===== config.mk =====
export PLATFORM = sky130hd
export DESIGN_NAME = pipe_ctrl
export DESIGN_NICKNAME = d
export VERILOG_FILES = /design/src/rtl/pipe_pkg.sv /design/src/rtl/sat_counter.sv /design/src/rtl/pipe_ctrl.sv
export SDC_FILE = /design/constraint.sdc
export NUM_CORES = 1
export LEC_CHECK = 0
export BUFFER_PORTS_ARGS = -buffer_cell sky130_fd_sc_hd__buf_2
export CAP_MARGIN = 20
export CORE_ASPECT_RATIO = 0.5
export CORE_UTILIZATION = 50
export CTS_CLUSTER_DIAMETER = 150
export DETAILED_ROUTE_END_ITERATION = 12
export PLACE_DENSITY = 0.72
export SLEW_MARGIN = 25
export SYNTH_ARGS = -nofsm -noshare
export SYNTH_HDL_FRONTEND = slang
export SYNTH_SLANG_ARGS = --single-unit
export TNS_END_PERCENT = 50

===== constraint.sdc =====
create_clock -name clk -period 2.3 [get_ports clk]
set_clock_uncertainty 0.1 [all_clocks]
set_input_delay 0.46 -clock clk [delete_from_list [all_inputs] [get_ports clk]]
set_output_delay 0.46 -clock clk [all_outputs]
set_load 0.1 [all_outputs]

===== src/rtl/pipe_pkg.sv =====
// Shared definitions for the pipeline control unit: FSM states, stage indices
// and the default per-source stall depths.
package pipe_pkg;

    typedef enum logic [1:0] {
        ST_RUN,
        ST_PEND,
        ST_FLUSH
    } state_e;

    localparam int STG_PC  = 0;
    localparam int STG_IF  = 1;
    localparam int STG_ID  = 2;
    localparam int STG_EX  = 3;
    localparam int STG_MEM = 4;
    localparam int STG_WB  = 5;

    // Entry 0 sits in the low bits: sources 0,1 -> 3, 2 -> 4, 3,4 -> 6 (full pipe).
    localparam logic [14:0] REQ_DEPTH_DEFAULT = {3'd6, 3'd6, 3'd4, 3'd3, 3'd3};

endpackage


===== src/rtl/sat_counter.sv =====
// Saturating up-counter with synchronous clear; clear wins over increment.
module sat_counter #(
    parameter int WIDTH = 8
) (
    input  logic             clk,
    input  logic             rst,
    input  logic             clr_i,
    input  logic             inc_i,
    output logic [WIDTH-1:0] count_o
);

    logic [WIDTH-1:0] count_q;
    logic [WIDTH-1:0] count_d;

    always_comb begin
        count_d = count_q;
        if (clr_i) begin
            count_d = '0;
        end else if (inc_i && (count_q != '1)) begin
            count_d = count_q + WIDTH'(1);
        end
    end

    always_ff @(posedge clk) begin
        if (rst) begin
            count_q <= '0;
        end else begin
            count_q <= count_d;
        end
    end

    assign count_o = count_q;

endmodule


===== src/rtl/pipe_ctrl.sv =====
// Pipeline control: merges stall requests into a per-stage hold vector,
// sequences exception flushes, and tracks stall watchdog and per-source counters.
module pipe_ctrl
    import pipe_pkg::*;
#(
    parameter int                          N_STAGES  = 6,
    parameter int                          N_REQ     = 5,
    parameter int                          DEPTH_W   = 3,
    parameter logic [N_REQ*DEPTH_W-1:0]    REQ_DEPTH = REQ_DEPTH_DEFAULT,
    parameter int                          ADDR_W    = 32,
    parameter int                          MAX_STALL = 1024,
    parameter int                          CNT_W     = 32,
    parameter int                          SEL_W     = (N_REQ > 1) ? $clog2(N_REQ) : 1
) (
    input  logic                clk,
    input  logic                rst,
    input  logic [N_REQ-1:0]    stall_req,
    input  logic                excp_valid,
    input  logic [ADDR_W-1:0]   excp_target,
    input  logic [SEL_W-1:0]    perf_sel,
    input  logic                perf_clr,
    output logic [N_STAGES-1:0] stall,
    output logic                flush,
    output logic [ADDR_W-1:0]   new_pc,
    output logic                busy_flush,
    output logic                stall_timeout,
    output logic [CNT_W-1:0]    perf_cnt
);

    localparam int WD_W = $clog2(MAX_STALL + 1);

    // Depths beyond the pipeline length clamp naturally: only N_STAGES bits exist.
    function automatic logic [N_STAGES-1:0] thermo(input int depth);
        logic [N_STAGES-1:0] m;
        m = '0;
        for (int s = 0; s < N_STAGES; s++) begin
            m[s] = (s < depth);
        end
        return m;
    endfunction

    logic [N_STAGES-1:0] mask [N_REQ];
    logic [N_STAGES-1:0] raw_stall;
    logic                full_stall;
    logic                stall_any;

    for (genvar g = 0; g < N_REQ; g++) begin : g_mask
        assign mask[g] = thermo(int'(REQ_DEPTH[g*DEPTH_W +: DEPTH_W]));
    end

    always_comb begin
        raw_stall = '0;
        for (int i = 0; i < N_REQ; i++) begin
            if (stall_req[i]) begin
                raw_stall = raw_stall | mask[i];
            end
        end
    end

    assign full_stall = (raw_stall == '1);
    assign stall_any  = |raw_stall;

    state_e              state_q, state_d;
    logic [ADDR_W-1:0]   target_q, target_d;
    logic [ADDR_W-1:0]   new_pc_q, new_pc_d;

    // First exception wins; PEND waits out the cache-miss stall before flushing.
    always_comb begin
        state_d  = state_q;
        target_d = target_q;
        new_pc_d = new_pc_q;
        case (state_q)
            ST_RUN: begin
                if (excp_valid) begin
                    target_d = excp_target;
                    if (full_stall) begin
                        state_d = ST_PEND;
                    end else begin
                        state_d  = ST_FLUSH;
                        new_pc_d = excp_target;
                    end
                end
            end
            ST_PEND: begin
                if (!full_stall) begin
                    state_d  = ST_FLUSH;
                    new_pc_d = target_q;
                end
            end
            ST_FLUSH: begin
                state_d = ST_RUN;
            end
            default: begin
                state_d = ST_RUN;
            end
        endcase
    end

    always_ff @(posedge clk) begin
        if (rst) begin
            state_q  <= ST_RUN;
            target_q <= '0;
            new_pc_q <= '0;
        end else begin
            state_q  <= state_d;
            target_q <= target_d;
            new_pc_q <= new_pc_d;
        end
    end

    assign flush      = (state_q == ST_FLUSH) && !rst;
    assign stall      = (rst || flush) ? '0 : raw_stall;
    assign new_pc     = new_pc_q;
    assign busy_flush = (state_q != ST_RUN);

    logic [WD_W-1:0] wd_cnt;
    logic            timeout_q, timeout_d;

    sat_counter #(.WIDTH(WD_W)) u_watchdog (
        .clk     (clk),
        .rst     (rst),
        .clr_i   (!stall_any),
        .inc_i   (stall_any),
        .count_o (wd_cnt)
    );

    // Flag rises on the edge where the consecutive-stall count reaches MAX_STALL.
    assign timeout_d = timeout_q || (stall_any && (wd_cnt >= WD_W'(MAX_STALL - 1)));

    always_ff @(posedge clk) begin
        if (rst) begin
            timeout_q <= 1'b0;
        end else begin
            timeout_q <= timeout_d;
        end
    end

    assign stall_timeout = timeout_q;

    logic [CNT_W-1:0] cnt [N_REQ];

    for (genvar g = 0; g < N_REQ; g++) begin : g_cnt
        sat_counter #(.WIDTH(CNT_W)) u_cnt (
            .clk     (clk),
            .rst     (rst),
            .clr_i   (perf_clr),
            .inc_i   (stall_req[g]),
            .count_o (cnt[g])
        );
    end

    always_comb begin
        perf_cnt = '0;
        if (int'(perf_sel) < N_REQ) begin
            perf_cnt = cnt[perf_sel];
        end
    end

endmodule


==> metrics.csv, run 1 <==
stage,metric,value,unit
sta,Final Setup Violations,10,
finish,nets@finish,1833,
clocking,H-tree depth,1,
sta,final worst slack,-0.0448,ns
critical_path,CP top delay family,compound AO/OA/AOI/OAI gates,
floorplanning,die area,25600,um^2
yosys,mapped cell area,12400,um^2
place,PortBufs,116,
floorplanning,chip height,114,um
power,P_leak,6.07,nW
finish,synthesis-to-layout area growth,36.1,%
grt,largest net degree at the start of global routing,65,
power,Gate power share,0.117,
sta,Hold Slack,0.0705,ns
hold_path,Hold Crit Class,input port to flop,
floorplanning,die width,225,um
critical_path,kind of start point of the critical path,flop,
yosys,number of distinct library cells after synthesis,61,
sta,Least-Margin Pin Slew,0.761,ns
critical_path,worst-path cell chain,"buf_6, mux2i_2, nor2_1, a21oi_2, o22ai_4, buf_12",
critical_path,register-to-register setup slack,-0.04,ns
drt,wl on met1,16600,um
floorplanning,Core Region,24200,um^2
critical_path,crit-path max FO,2,
grt,total gr overflow,0,
drt,DR DRC count,0,
power,VDD IR max,0.000626,V
floorplanning,std cell rows,40,
power,PwrDens,557,nW/um^2
hold_path,hold path depth,3,
drt,vias,13100,
finish,Filler cells,1867,
sta,Final min period,2.34,ns
critical_path,critical path class,flop to output port,
run_status,status,"finished, violations left",
sta,Final Max Slew Viols,0,
clocking,Sink Count,238,
critical_path,required time of the critical path,1.74,ns
place,Post-DP Area,15500,um^2
yosys,leading register cell type out of synthesis,dfxtp_1,
clocking,clock tree buffer depth,3,
run_status,failing checks,setup timing,
clocking,clock-pin slew on the worst setup and hold paths,0.07,ns
power,Clk pwr share,0.434,
grt,vias in the first global route,12300,
sta,slew margin rel.,0.488,
sta,RSZ-0062 raised after global routing,true,
yosys,cell count after synthesis,1546,
drt,DR iter-0 viols,1395,
drt,DRT Pass-1 Iters,6,
drt,post-route ant nets,0,
drt,DR vias/cell,6.15,
critical_path,reg2reg path depth,6,
yosys,fraction of registers with async set/reset,0,
critical_path,WP buf/inv,2,
drt,top routing layer in use,met4,
yosys,Synth Net Count,1596,
place,Placer Congestion,0.995,
power,Seq pwr share,0.449,
yosys,register area share after synthesis,0.383,
floorplanning,Initial Util,0.514,
finish,post-route cell area,16900,um^2
clocking,CTS tree,done,
sta,Final Cycle Share,1.02,
grt,first-pass GRT wire length,62000,um
drt,drt wl/cell,18.5,um
job,MaxCap Viol Count,0,
drt,metal2 WL,18400,um
power,Cell Int Power,6.86,mW
yosys,number of synthesized register bits,238,
place,detailed placement HPWL,27300,um
drt,routed wl met3,3300,um
grt,total track usage,0.297,
finish,final core utilization,0.699,
yosys,Post-Syn Area per Cell,8.05,um^2
clocking,worst skew pair latency,0.54,ns
clocking,TritonCTS buffer count,24,
sta,Final Hold Vio Count,0,
finish,ratio of cells with drive above 1 in the final layout,0.295,
clocking,clk root buf,clkbuf_16,
finish,Diodes inserted,0,
power,Sw Share,0.273,
yosys,Post-synth EDFFs,0,
power,switching power,2.58,mW
drt,WL final,39400,um
critical_path,CP max stage cell,dfxtp_2,
critical_path,Critical Path Max Stage Delay,0.32,ns
grt,initial antenna violation count,0,
critical_path,Critical Path AT,1.78,ns
power,"Power, Total",9.43,mW
yosys,Synth Warn #,0,
floorplanning,io pins,117,
critical_path,Stages on worst setup path,6,
sta,fmax,0.426,GHz
critical_path,CP Capture Type,output port,
==> per-layer routing <==
| metal | track usage | vias to the layer above |
|---|---|---|
| li1 | - | 6192 |
| met1 | 0.393 | 6219 |
| met2 | 0.501 | 624 |
| met3 | 0.0502 | 101 |
| met4 | 0.0839 | 0 |
| met5 | 0 | - |
==> power groups by stage <==
stage	clock, mW	sequential, mW	combinational (mW)
2_1_floorplan	0	4.59	0.561
4_1_cts	4.14	4.25	1.09
5_1_grt	4.32	4.25	1.16
3_3_place_gp	0	4.34	1.06
6_report	4.10	4.24	1.10
3_5_place_dp	0	4.34	1.09
==> layout make-up <==
| cell class | instances | area, um^2 | area share |
|---|---|---|---|
| multi-input combinational | 1183 | 7940 | 0.469 |
| sequential | 238 | 4850 | 0.287 |
| timing repair buffer | 317 | 2840 | 0.168 |
| clock buffer | 35 | 702 | 0.0415 |
| tap | 336 | 420 | 0.0248 |
| clock inverter | 8 | 108 | 0.00636 |
| inverter | 19 | 71.3 | 0.00421 |
==> cell families after synthesis <==
family | count (synthesis) | share of synthesized area
simple gates | 651 | 0.265
compound gates | 364 | 0.178
flops | 238 | 0.383
buf+inv | 126 | 0.0429
mux | 110 | 0.0885
xor+xnor | 51 | 0.0359
fa+ha+maj | 6 | 0.00603
==> flip-flops by register name (all words and copies together) (netlist names) <==
name and flops:
target_q 32, stall_timeout 1, state_q 2, g_cnt.u_cnt.count_o 160
u_watchdog.count_o 11, new_pc 32
==> what timing repair did <==
item                       in CTS  in global routing
setup buffers                  18                 18
resized for setup              66                 89
pin swaps                      24                 40
hold buffers                    0                  0
setup endpoints to repair      36                109
gates cloned                    0                  2
==> Yosys cell counts (7+ instances only) <==
master	number	area share
dfxtp_1	238	0.38
nand2_1	170	0.051
nor2_1	154	0.046
a21oi_1	148	0.060
mux2i_1	110	0.088
clkbuf_1	83	0.025
or3_1	63	0.032
o21ai_0	60	0.024
nand3_1	56	0.023
nand4_1	53	0.027
a211oi_1	39	0.024
or4_1	36	0.022
o22ai_1	32	0.016
xnor2_1	32	0.023
o31ai_1	27	0.016
nor3_1	26	0.010
nor4_1	24	0.012
inv_1	19	0.0057
xor2_1	19	0.013
and4_1	16	0.011
a31oi_1	12	0.0060
and3_1	12	0.0060
buf_2	10	0.0040
o211ai_1	10	0.0060
buf_1	7	0.0021
or2_2	7	0.0035
==> worst reg2reg max path: stages (launching register included) <==
cell     delay (ns)
dfxtp_2        0.34
buf_4          0.11
nand3_2        0.13
or4_4          0.54
or4b_4         0.57
or3_4          0.35
a21oi_2        0.14
==> metrics by stage <==
stage	TNS [ns]	worst slack (ns)	instances
global placement	-0.303	-0.142	2074
CTS	-0.536	-0.0799	2125
finish	-0.265	-0.0448	2136
global route	-1.53	-0.122	2136
detailed placement	-0.439	-0.134	2074
floorplan	-2.79	-0.271	1546
==> cell usage in the layout, fill, tap and decap left out, types with 30 or more instances in the layout <==
cell type	instances
o21ai_0	59
buf_12	46
dfxtp_2	39
buf_2	77
mux2i_1	106
dfxtp_1	189
nor2_1	150
or4_1	30
a21oi_1	120
buf_4	173
nand4_1	53
a211oi_1	39
nand2_1	169
nand3_1	53
xnor2_1	32
o22ai_4	30
or3_1	61
==> path summary, 6_finish.rpt <==
kind | startpoint | end
worst max-delay path | g_cnt[0].u_cnt.count_o[20] | perf_cnt[20]
worst min-delay path | excp_target[14] | target_q[14]
worst max register to register | g_cnt[0].u_cnt.count_o[9] | g_cnt[0].u_cnt.count_o[26]
worst min register to register | target_q[4] | target_q[4]
Note: power is estimated with default switching activity, not from simulation.
==> inputs of run 2 (changes only) <==
--- a/config.mk
+++ b/config.mk
@@ -7,11 +7,13 @@
 export LEC_CHECK = 0
 export BUFFER_PORTS_ARGS = -buffer_cell sky130_fd_sc_hd__buf_2
 export CAP_MARGIN = 20
+export CELL_PAD_IN_SITES_DETAIL_PLACEMENT = 1
+export CELL_PAD_IN_SITES_GLOBAL_PLACEMENT = 1
 export CORE_ASPECT_RATIO = 0.5
-export CORE_UTILIZATION = 50
+export CORE_UTILIZATION = 40
 export CTS_CLUSTER_DIAMETER = 150
 export DETAILED_ROUTE_END_ITERATION = 12
-export PLACE_DENSITY = 0.72
+export PLACE_DENSITY = 0.76
 export SLEW_MARGIN = 25
 export SYNTH_ARGS = -nofsm -noshare
 export SYNTH_HDL_FRONTEND = slang
==> metrics.csv, run 2 (synthesis gave the netlist of run 1 again) <==
stage,metric,value,unit
grt,vias in the first global route,13800,
sta,Final min period,2.42,ns
grt,first-pass GRT wire length,74800,um
critical_path,kind of start point of the critical path,input port,
job,MaxCap Viol Count,0,
sta,fmax,0.414,GHz
power,VDD IR max,0.000486,V
sta,slew margin rel.,0.527,
sta,Hold Slack,0.0570,ns
drt,DR vias/cell,6.02,
grt,met2 usage,0.518,
sta,Final Max Slew Viols,0,
grt,initial antenna violation count,2,
critical_path,CP max stage cell,nor2_2,
sta,Final Cycle Share,1.05,
drt,post-route ant nets,0,
grt,global route hottest layer,met2,
drt,WL final,49900,um
floorplanning,die width,251,um
critical_path,reg2reg start,g_cnt[4].u_cnt.count_o[0],
drt,DR iter-0 viols,878,
critical_path,reg2reg path depth,7,
finish,"commonest non-fill, non-tap cell in the layout",buf_4,
critical_path,worst-path cell chain,"buf_6, buf_12, buf_8, buf_6, mux2i_4, nor2_2, a21oi_4, o22ai_4, buf_12",
clocking,CTS tree,done,
clocking,clk root buf,clkbuf_16,
grt,total track usage,0.290,
critical_path,required time of the critical path,1.74,ns
power,P_leak,6.43,nW
place,detailed placement HPWL,32900,um
clocking,worst skew pair latency,0.55,ns
critical_path,crit path from,perf_sel[2],
floorplanning,chip height,127,um
floorplanning,die area,31900,um^2
finish,synthesis-to-layout area growth,43.9,%
hold_path,hold_sp,excp_target[9],
floorplanning,Initial Util,0.409,
power,PwrDens,546,nW/um^2
floorplanning,std cell rows,45,
clocking,clock-pin slew on the worst setup and hold paths,0.06,ns
clocking,clock tree buffer depth,3,
finish,ratio of cells with drive above 1 in the final layout,0.339,
drt,vias,13700,
finish,Filler cells,3477,
drt,drt wl/cell,22.0,um
clocking,hold_buf cts,0,
place,Placer Congestion,0.900,
grt,total gr overflow,0,
run_status,failing checks,setup timing,
place,Setup WS pre-CTS,-0.201,ns
drt,DR DRC count,0,
critical_path,critical path class,input port to output port,
finish,max reg flops,160,
finish,"commonest non-fill, non-tap cells in the layout","buf_4 (189), nand2_1 (170), dfxtp_1 (168)",
clocking,TritonCTS buffer count,24,
drt,DRT Pass-1 Iters,5,
sta,final worst slack,-0.117,ns
finish,nets@finish,1876,
critical_path,Critical Path AT,1.86,ns
floorplanning,Core Region,30500,um^2
critical_path,Critical Path Max Stage Delay,0.22,ns
critical_path,crit-path max FO,6,
grt,largest net degree at the start of global routing,67,
grt,grt met1 use,0.362,
floorplanning,io pins,117,
sta,setup TNS,-1.75,ns
clocking,Sink Count,238,
sta,Final Hold Vio Count,0,
critical_path,CP Capture Type,output port,
sta,Least-Margin Pin Slew,0.709,ns
sta,RSZ-0062 raised after global routing,true,
place,PortBufs,116,
run_status,status,"finished, violations left",
grt,met3 Use GR,0.0451,
clocking,H-tree depth,1,
sta,Final Setup Violations,33,
hold_path,Hold Crit Class,input port to flop,
hold_path,hold path depth,3,
## run 2: worst max-delay path: cells and delay by family
| family | cells | cell delay, ns |
|---|---|---|
| buffers and inverters | 5 | 0.70 |
| AND/OR/NAND/NOR | 1 | 0.22 |
| multiplexers | 1 | 0.19 |
| AO/OA/AOI/OAI | 2 | 0.28 |
## run 2: layout make-up
type	count	area [um^2]	share of cell area
Multi-Input combinational cell	1183	8210	0.458
Sequential cell	238	4870	0.272
Timing Repair Buffer	360	3370	0.188
Clock buffer	35	712	0.0398
Tap cell	423	529	0.0296
Clock inverter	9	134	0.00748
Inverter	19	71.3	0.00398
Antenna cell	3	7.51	0.000419
## run 2: worst paths after layout
path / to / slack (ns)
max: perf_cnt[18] / -0.12
min: target_q[9] / 0.06
max reg2reg: g_cnt[4].u_cnt.count_o[12] / -0.08
min reg2reg: target_q[1] / 0.36
## run 2: through the flow
stage / instance area (um^2) / std cells / power, mW / utilization
2_1_floorplan: 13100 / 1546 / 5.15 / -
3_3_place_gp: 15900 / 2187 / 5.44 / 0.521
3_5_place_dp: 15900 / 2187 / 5.48 / 0.521
4_1_cts: 17200 / 2239 / 9.75 / 0.564
5_1_grt: 17900 / 2268 / 10.1 / 0.588
6_report: 17900 / 2270 / 9.78 / 0.588
## run 2: layer usage
metal  wire (um)  vias to the layer above
li1            -                     6282
met1       20900                     6910
met2       24900                      365
met3        2490                      100
met4        1580                        0
met5           0                        -
## run 2: repair_timing
| item | in CTS | in global routing |
|---|---|---|
| setup buffers | 23 | 26 |
| gates cloned | 0 | 6 |
| endpoints found under the hold margin | 0 | 0 |
| pin swaps | 39 | 45 |
| gates resized for setup | 128 | 116 |
| setup endpoints to repair | 66 | 99 |
## run 2: report_power, final
group          leakage [nW]  total [mW]  internal [mW]  switching (mW)
registers              1.97        4.24           4.20          0.0496
logic                  4.05        1.23          0.383           0.844
clock network         0.416        4.31           2.49            1.81
